--- src/rtl/lmmi_pkg.sv ---
// rtl/lmmi_pkg.sv - shared LMMI master types, default widths and target-index width helper
package lmmi_pkg;

  typedef enum logic [1:0] {
    IDLE    = 2'd0,
    REQ     = 2'd1,
    WAIT_RD = 2'd2,
    RSP     = 2'd3
  } lmmi_state_e;

  localparam int PLL_OFFSET_W  = 7;
  localparam int PLL_DATA_W    = 8;
  localparam int DPHY_OFFSET_W = 5;
  localparam int DPHY_DATA_W   = 4;

  function automatic int tgt_w(input int n);
    return (n <= 1) ? 1 : $clog2(n);
  endfunction

endpackage

--- src/rtl/lmmi_tgt_mux.sv ---
// rtl/lmmi_tgt_mux.sv - selects one target's READY, RDATAVALID and RDATA slice by index
module lmmi_tgt_mux #(
  parameter int N_TGT  = 2,
  parameter int DATA_W = 8,
  parameter int TGT_W  = 1
) (
  input  logic [TGT_W-1:0]        sel,
  input  logic [N_TGT-1:0]        ready,
  input  logic [N_TGT-1:0]        rdata_valid,
  input  logic [N_TGT*DATA_W-1:0] rdata,
  output logic                    sel_ready,
  output logic                    sel_rdata_valid,
  output logic [DATA_W-1:0]       sel_rdata
);

  // An out-of-range index selects nothing, so every output reads as idle.
  always_comb begin
    sel_ready       = 1'b0;
    sel_rdata_valid = 1'b0;
    sel_rdata       = '0;
    for (int i = 0; i < N_TGT; i++) begin
      if (int'(sel) == i) begin
        sel_ready       = ready[i];
        sel_rdata_valid = rdata_valid[i];
        sel_rdata       = rdata[i*DATA_W +: DATA_W];
      end
    end
  end

endmodule

--- src/rtl/lmmi_multi_master.sv ---
// rtl/lmmi_multi_master.sv - single-stream LMMI master fanned out to N_TGT hard-IP targets
// Optional wait timeout enabled by defining LMMI_TIMEOUT_EN.
module lmmi_multi_master
  import lmmi_pkg::*;
#(
  parameter  int N_TGT       = 2,
  parameter  int OFFSET_W    = PLL_OFFSET_W,
  parameter  int DATA_W      = PLL_DATA_W,
  parameter  int TIMEOUT_CYC = 255,
  localparam int TGT_W       = tgt_w(N_TGT)
) (
  input  logic                    SCLK,
  input  logic                    RST,
  input  logic                    CMD_VALID,
  output logic                    CMD_READY,
  input  logic [TGT_W-1:0]        CMD_TGT,
  input  logic                    CMD_WRRD_N,
  input  logic [OFFSET_W-1:0]     CMD_OFFSET,
  input  logic [DATA_W-1:0]       CMD_WDATA,
  output logic                    RSP_VALID,
  input  logic                    RSP_READY,
  output logic                    RSP_WRRD_N,
  output logic [DATA_W-1:0]       RSP_RDATA,
  output logic                    RSP_ERR,
  output logic                    LMMIRESET_N,
  output logic [N_TGT-1:0]        LMMIREQUEST,
  output logic                    LMMIWRRD_N,
  output logic [OFFSET_W-1:0]     LMMIOFFSET,
  output logic [DATA_W-1:0]       LMMIWDATA,
  input  logic [N_TGT*DATA_W-1:0] LMMIRDATA,
  input  logic [N_TGT-1:0]        LMMIRDATAVALID,
  input  logic [N_TGT-1:0]        LMMIREADY
);

  if (N_TGT < 1 || N_TGT > 8) begin : g_bad_n_tgt
    $error("lmmi_multi_master: N_TGT must be 1..8");
  end
  if (TIMEOUT_CYC < 1) begin : g_bad_timeout
    $error("lmmi_multi_master: TIMEOUT_CYC must be at least 1");
  end

  lmmi_state_e         state_q, state_d;
  logic [TGT_W-1:0]    tgt_q, tgt_d;
  logic                wrrd_q, wrrd_d;
  logic [OFFSET_W-1:0] offset_q, offset_d;
  logic [DATA_W-1:0]   wdata_q, wdata_d;
  logic [DATA_W-1:0]   rdata_q, rdata_d;
  logic                err_q, err_d;
  logic                rstn_q;
  logic                sel_ready, sel_rdv;
  logic [DATA_W-1:0]   sel_rdata;
  logic                expire;

  lmmi_tgt_mux #(
    .N_TGT (N_TGT),
    .DATA_W(DATA_W),
    .TGT_W (TGT_W)
  ) u_tgt_mux (
    .sel            (tgt_q),
    .ready          (LMMIREADY),
    .rdata_valid    (LMMIRDATAVALID),
    .rdata          (LMMIRDATA),
    .sel_ready      (sel_ready),
    .sel_rdata_valid(sel_rdv),
    .sel_rdata      (sel_rdata)
  );

`ifdef LMMI_TIMEOUT_EN
  localparam int CNT_W = $clog2(TIMEOUT_CYC + 1);
  logic [CNT_W-1:0] cnt_q, cnt_d;

  // Expiry is the cycle on which the count would reach TIMEOUT_CYC.
  assign expire = (cnt_q == CNT_W'(TIMEOUT_CYC - 1));

  always_comb begin
    cnt_d = '0;
    if ((state_q == REQ && state_d == REQ) || (state_q == WAIT_RD && state_d == WAIT_RD)) begin
      cnt_d = cnt_q + CNT_W'(1);
    end
  end

  always_ff @(posedge SCLK) begin
    if (RST) cnt_q <= '0;
    else     cnt_q <= cnt_d;
  end
`else
  assign expire = 1'b0;
`endif

  // Holding off CMD_READY until LMMIRESET_N is high keeps it low throughout reset.
  assign CMD_READY   = (state_q == IDLE) && rstn_q;
  assign RSP_VALID   = (state_q == RSP);
  assign RSP_WRRD_N  = wrrd_q;
  assign RSP_RDATA   = rdata_q;
  assign RSP_ERR     = err_q;
  assign LMMIRESET_N = rstn_q;
  assign LMMIWRRD_N  = wrrd_q;
  assign LMMIOFFSET  = offset_q;
  assign LMMIWDATA   = wdata_q;

  always_comb begin
    LMMIREQUEST = '0;
    for (int i = 0; i < N_TGT; i++) begin
      LMMIREQUEST[i] = (state_q == REQ) && (int'(tgt_q) == i);
    end
  end

  always_comb begin
    state_d  = state_q;
    tgt_d    = tgt_q;
    wrrd_d   = wrrd_q;
    offset_d = offset_q;
    wdata_d  = wdata_q;
    rdata_d  = rdata_q;
    err_d    = err_q;
    case (state_q)
      IDLE: begin
        if (CMD_VALID && CMD_READY) begin
          tgt_d    = CMD_TGT;
          wrrd_d   = CMD_WRRD_N;
          offset_d = CMD_OFFSET;
          wdata_d  = CMD_WDATA;
          rdata_d  = '0;
          err_d    = (int'(CMD_TGT) >= N_TGT);
          state_d  = err_d ? RSP : REQ;
        end
      end
      REQ: begin
        // A handshake on the expiry cycle wins over the timeout.
        if (sel_ready) begin
          if (wrrd_q) begin
            state_d = RSP;
          end else if (sel_rdv) begin
            rdata_d = sel_rdata;
            state_d = RSP;
          end else begin
            state_d = WAIT_RD;
          end
        end else if (expire) begin
          err_d   = 1'b1;
          state_d = RSP;
        end
      end
      WAIT_RD: begin
        if (sel_rdv) begin
          rdata_d = sel_rdata;
          state_d = RSP;
        end else if (expire) begin
          err_d   = 1'b1;
          state_d = RSP;
        end
      end
      RSP: begin
        if (RSP_READY) state_d = IDLE;
      end
      default: state_d = IDLE;
    endcase
  end

  always_ff @(posedge SCLK) begin
    if (RST) begin
      state_q  <= IDLE;
      tgt_q    <= '0;
      wrrd_q   <= 1'b0;
      offset_q <= '0;
      wdata_q  <= '0;
      rdata_q  <= '0;
      err_q    <= 1'b0;
      rstn_q   <= 1'b0;
    end else begin
      state_q  <= state_d;
      tgt_q    <= tgt_d;
      wrrd_q   <= wrrd_d;
      offset_q <= offset_d;
      wdata_q  <= wdata_d;
      rdata_q  <= rdata_d;
      err_q    <= err_d;
      rstn_q   <= 1'b1;
    end
  end

endmodule

--- config.mk ---
export PLATFORM = sky130hd
export DESIGN_NAME = lmmi_multi_master
export DESIGN_NICKNAME = d
export VERILOG_FILES = /design/src/rtl/lmmi_pkg.sv /design/src/rtl/lmmi_tgt_mux.sv /design/src/rtl/lmmi_multi_master.sv
export SDC_FILE = /design/constraint.sdc
export NUM_CORES = 1
export LEC_CHECK = 0
export CORE_ASPECT_RATIO = 0.9
export CORE_MARGIN = 2
export CORE_UTILIZATION = 40
export CTS_CLUSTER_SIZE = 30
export DETAILED_ROUTE_END_ITERATION = 16
export DONT_BUFFER_PORTS = 1
export GPL_ROUTABILITY_DRIVEN = 0
export SETUP_SLACK_MARGIN = 0.4
export SYNTH_ARGS = -nofsm -noshare
export SYNTH_HDL_FRONTEND = slang
export SYNTH_SLANG_ARGS = --single-unit
--- constraint.sdc ---
create_clock -name SCLK -period 3.5 [get_ports SCLK]
set_input_delay 0.875 -clock SCLK [delete_from_list [all_inputs] [get_ports SCLK]]
set_output_delay 0.875 -clock SCLK [all_outputs]
set_load 0.05 [all_outputs]
# --- Word level (Yosys, flattened, before mapping) ---
# Index checks and enable logic that the tools add are counted.
totals:
  out_inout_bits: 31
  in_bits: 41
  register_bits: 28
  elab_cells: 41
classes:
  muxes: 16
  n_eq_ne: 8
  reduce_logical: 9
  bitwise_logic: 1
ops:
  columns: ["cell", "count"]
  rows:
  - ["$mux W8", 5]
  - ["$pmux W8 S3", 1]
  - ["$mux W2", 4]
  - ["$pmux W2 S4", 1]
  - ["$reduce_and A4 Y1", 2]
  - ["$ne A2 B2 Y1 const B", 3]
  - ["$mux W1", 5]
  - ["$eq A2 B2 Y1 const B", 2]
  - ["$logic_and A1 B1 Y1", 4]
  - ["$ne A2 B1 Y1 const B", 2]
  - ["$reduce_bool A3 Y1", 1]
  - ["$eq A2 B1 Y1 const B", 1]
  - ["$logic_not A2 Y1", 1]
  - ["$reduce_and A2 Y1", 1]
  - ["$not A1 Y1", 1]

# --- Logic depth before layout (Yosys ltp) ---
depth:
  ltp_word: 5
  mapped_depth: 7

# --- By module ---
# From an unflattened synthesis, not the netlist that was laid out.
unflattened:
  cells_unflattened: 157
  hier_area_um2: 1380.1
modules_own_cells:
  columns: ["mod", "cells_each", "n_inst", "seq_area_each_um2", "area_each_um2"]
  rows:
  - ["lmmi_multi_master", 146, 1, 560.5, 1218.7]
  - ["lmmi_tgt_mux", 11, 1, 0.0, 161.4]

# --- Worst setup path before layout ---
# No wires, ideal clock.
synth_path:
  kind: "register to output"
  from: "register state_q[1]"
  to: "output port LMMIREQUEST[0]"
  t_arrival_ns: 1.481
  required_time_ns: 2.625
  stages_incl_launch_ff: 4
  path_slack_ns: 1.144
  path_cell_list: "dfxtp_1 inv_1 ha_1 nor2b_1"
synth_via:
  elab_chain_len: 2
synth_lines:
  columns: ["element", "line_no", "text"]
  rows:
  - ["from (decl)", "lmmi_multi_master.sv:42", "lmmi_state_e state_q, state_d;"]
  - ["from (signal assigned)", "lmmi_multi_master.sv:171", "state_q <= state_d;"]
  - ["$eq A2 B1 Y1", "lmmi_multi_master.sv:104", "LMMIREQUEST[i] = (state_q == REQ) && (int'(tgt_q) == i);"]
  - ["$logic_and A1 B1 Y1", "lmmi_multi_master.sv:104", null]
  - ["to (decl)", "lmmi_multi_master.sv:26", "output logic [N_TGT-1:0] LMMIREQUEST,"]
# Every way passes these cells.

# --- Worst setup path in the final report ---
layout_path:
  from: "register state_q[1]"
  to: "output port LMMIREQUEST[1]"
# The elaborated chain is that of the path after synthesis.

==> impl_metrics.csv <==
group,metric,value,unit
status,outcome,"finished clean",
power_and_ir_drop,seq_power_share,0.467,
timing,finalClockSkew,0.00389,ns
finish,fin_util,0.445,
global_routing,grt_max_degree,29,
detailed_routing,vias,1091,
critical_path,end_kind,"output pin",
finish,area_growth,3.65,%
floorplanning,dieArea,3820,sq um
timing,hold_violations,0,
clock_network,clk_pin_slew_worst_paths,0.09,ns
timing,relSlewSlack,0.604,
finish,num-fill-cells,329,
timing,tightest_slew,0.595,ns
floorplanning,io_pins,72,
finish,regArea,561,sq um
clock_network,cts_setup_buffers,0,
floorplanning,num_rows,19,
clock_network,holdBufCountCts,0,
floorplanning,core,3110,sq um
power_and_ir_drop,p_leak,0.486,nW
finish,multiInputGateArea,702,sq um
power_and_ir_drop,swShare,0.491,
placed_design,place_area,1350,sq um
synthesis,yosysTopAreaCell,"dfxtp_1",
floorplanning,die_w,65.0,um
finish,final_cell_area,1390,sq um
synthesis,synth_top_area_frac,0.419,
finish,num_antenna_cells,0,
critical_path,reg2reg_from,"state_q[0]",
synthesis,yosys.cell_types.count,30,
synthesis,syn_area,1340,sq um
detailed_routing,ant_nets,0,
floorplanning,initial_core_util,0.429,
synthesis,synth_edf_count,0,
synthesis,synth-seq-cells,28,
timing,whs,0.561,ns
critical_path,cp_max_fo,7,
clock_network,htreeDepth,1,
critical_path,cp.required,2.62,ns
critical_path,critPathLaunchType,"flop",
synthesis,synth.avg_cell_area,8.57,sq um
synthesis,yosysSeqAreaShare,0.419,
power_and_ir_drop,power_density,847,nW/um^2
worst_hold_path,hold_depth,2,
global_routing,antenna_found_initial,0,
timing,min_period_over_period,0.709,
critical_path,crit_start,"state_q[1]",
critical_path,path_buf_inv,1,
timing,max_freq,0.403,GHz
floorplanning,die_h,58.9,um
critical_path,rrSetupSlack,1.36,ns
timing,tns,0,ns
power_and_ir_drop,ir_worst_vdd,309,uV
finish,finalNetCount,199,
clock_network,clockBufferDepth,2,
global_routing,gr-usage-all-layers,0.152,
global_routing,grt_pass1_wl,4490,um
synthesis,async_flop_share,0,
power_and_ir_drop,power_switching,577,uW
global_routing,grt_overflow,0,
critical_path,path_depth,3,
detailed_routing,first_iter_violations,80,
detailed_routing,wl_per_cell,15.6,um
critical_path,slowest_stage,"and2_1",
detailed_routing,viasPerCell,5.68,
synthesis,synth_nets,203,
critical_path,critPathCapture,"LMMIREQUEST[1]",
critical_path,critical_path.cell_chain,"inv_1 > ha_1 > and2_1",
synthesis,yosys_warnings,0,
power_and_ir_drop,finalPower,1.17,mW
global_routing,grt_pass1_vias,994,
critical_path,r2r_end,"LMMIWDATA[0]",
power_and_ir_drop,intPower,597,uW
clock_network,post_cts_resize_count,0,
timing,rsz0062_at_grt,"false",
critical_path,worstPathArrival,1.61,ns
finish,drive_above_1_share,0.133,
placed_design,dp.final_hpwl,2250,um
timing,report.final.slew_viol_count,0,
power_and_ir_drop,clockPowerShare,0.142,
placed_design,io_buffers,0,
flow_run,timing.max_cap.violations,0,
power_and_ir_drop,comb_power_share,0.390,
critical_path,worst_r2r_path_depth,6,
critical_path,critPathTopFamily,"simple AND/OR/NAND/NOR gates",
timing,setup_viol,0,
synthesis,synth-main-ff-cell,"dfxtp_1",
clock_network,cts_tree,"yes",
critical_path,slowest_delay,0.49,ns
detailed_routing,drt_wl_total,2990,um
synthesis,ys_top_cells_by_area,"dfxtp_1 (42%), nand2_1 (10%), a21oi_1 (9.7%)",
clock_network,clock-root-buffer,"clkbuf_8",
clock_network,cts_sinks,28,
timing,period_minus_slack,2.48,ns
synthesis,netlist_instances,156,
critical_path,crit_type,"reg2out",
worst_hold_path,hold_class,"reg2reg",
clock_network,clk_latency,0.26,ns
clock_network,cts_buffers,3,
detailed_routing,route.detailed.drc,0,
detailed_routing,first_pass_iters,4,
## per-layer routing
layer	global-route usage	vias up	part of all wire
met5	0	-	0
li1	-	523	-
met1	0.196	502	0.43
met2	0.249	66	0.47
met3	0.0535	0	0.10
met4	0.0274	0	0
## cell type report
cell class,count,share of cell area
multi-input cells,113,0.506
flip-flops and latches,28,0.404
well taps,42,0.0379
clock buffers,3,0.0298
repair buffers,2,0.0108
inverters,4,0.0108
## flip-flops by register name, summed over array words and instances (netlist names)
signal       count
LMMIOFFSET       7
LMMIWDATA        8
LMMIRESET_N      1
RSP_RDATA        8
state_q          2
tgt_q            1
LMMIWRRD_N       1
## cell families (layout without fill, tap and decap cells)
family	after synthesis	in the layout	synth area share
muxes	10	10	0.0851
and+or+nand+nor	53	53	0.178
buffers and inverters	15	9	0.0561
AOI/OAI and AO/OA	43	43	0.203
other	1	1	0.00280
adders and majority gates	6	6	0.0561
DFF	28	28	0.419
## worst reg2reg max path, cell delays in order (launching register included)
cell	delay [ns]
dfxtp_1	0.37
inv_1	0.15
ha_1	0.27
and2_1	0.49
nand2_1	0.48
nand2_1	0.21
a21oi_1	0.08
## placed cells by master (no fill, tap or decap)
cell       n
clkbuf_8   3
conb_1     1
a21oi_2    1
nand4_1    8
a21o_1     1
nor2_1     1
a221oi_4   1
o21ai_0    1
a221o_1    1
a311oi_2   1
and2_1     3
a21oi_1   26
mux2i_2    1
mux2i_1    1
buf_4      2
mux2_2     8
ha_1       6
and3_1     1
or2_2      1
nor2b_1    2
o21ai_1    8
nand2_1   36
inv_1      4
a22oi_2    1
dfxtp_1   28
a22o_2     1
a31oi_1    1
nand3_1    1
## cells in the mapped netlist, types with 2 or more instances
| cell type | instances |
|---|---|
| clkbuf_1 | 5 |
| a21oi_1 | 26 |
| o21ai_1 | 8 |
| buf_4 | 2 |
| buf_2 | 3 |
| ha_1 | 6 |
| nand2_1 | 36 |
| dfxtp_1 | 28 |
| mux2_2 | 8 |
| nor2b_1 | 2 |
| and2_1 | 3 |
| nand4_1 | 8 |
| inv_1 | 4 |
## worst min-delay path by stage
stage | slack (ns) | end | startpoint
after floorplan | 0.60 | state_q[0] | state_q[0]
after global placement | 0.55 | LMMIWRRD_N | LMMIWRRD_N
after detailed placement | 0.55 | LMMIWRRD_N | LMMIWRRD_N
after CTS | 0.57 | LMMIWRRD_N | LMMIWRRD_N
after global routing | 0.61 | LMMIWRRD_N | LMMIWRRD_N
final | 0.56 | LMMIWRRD_N | LMMIWRRD_N
## stage by stage
stage / std cells / setup WS [ns]
CTS: 192 / 1.02
finish: 192 / 1.02
floorplan: 156 / 1.14
global placement: 189 / 1.38
global route: 192 / 0.935
detailed placement: 189 / 1.32
## power by group through the flow
| stage | Clock, mW | Combinational (mW) | Sequential [mW] |
|---|---|---|---|
| global route | 0.184 | 0.500 | 0.556 |
| global placement | 0 | 0.442 | 0.553 |
| CTS | 0.175 | 0.451 | 0.549 |
| finish | 0.167 | 0.458 | 0.549 |
| floorplan | 0 | 0.402 | 0.544 |
| detailed placement | 0 | 0.449 | 0.557 |
(Power assumes the default switching activity.)
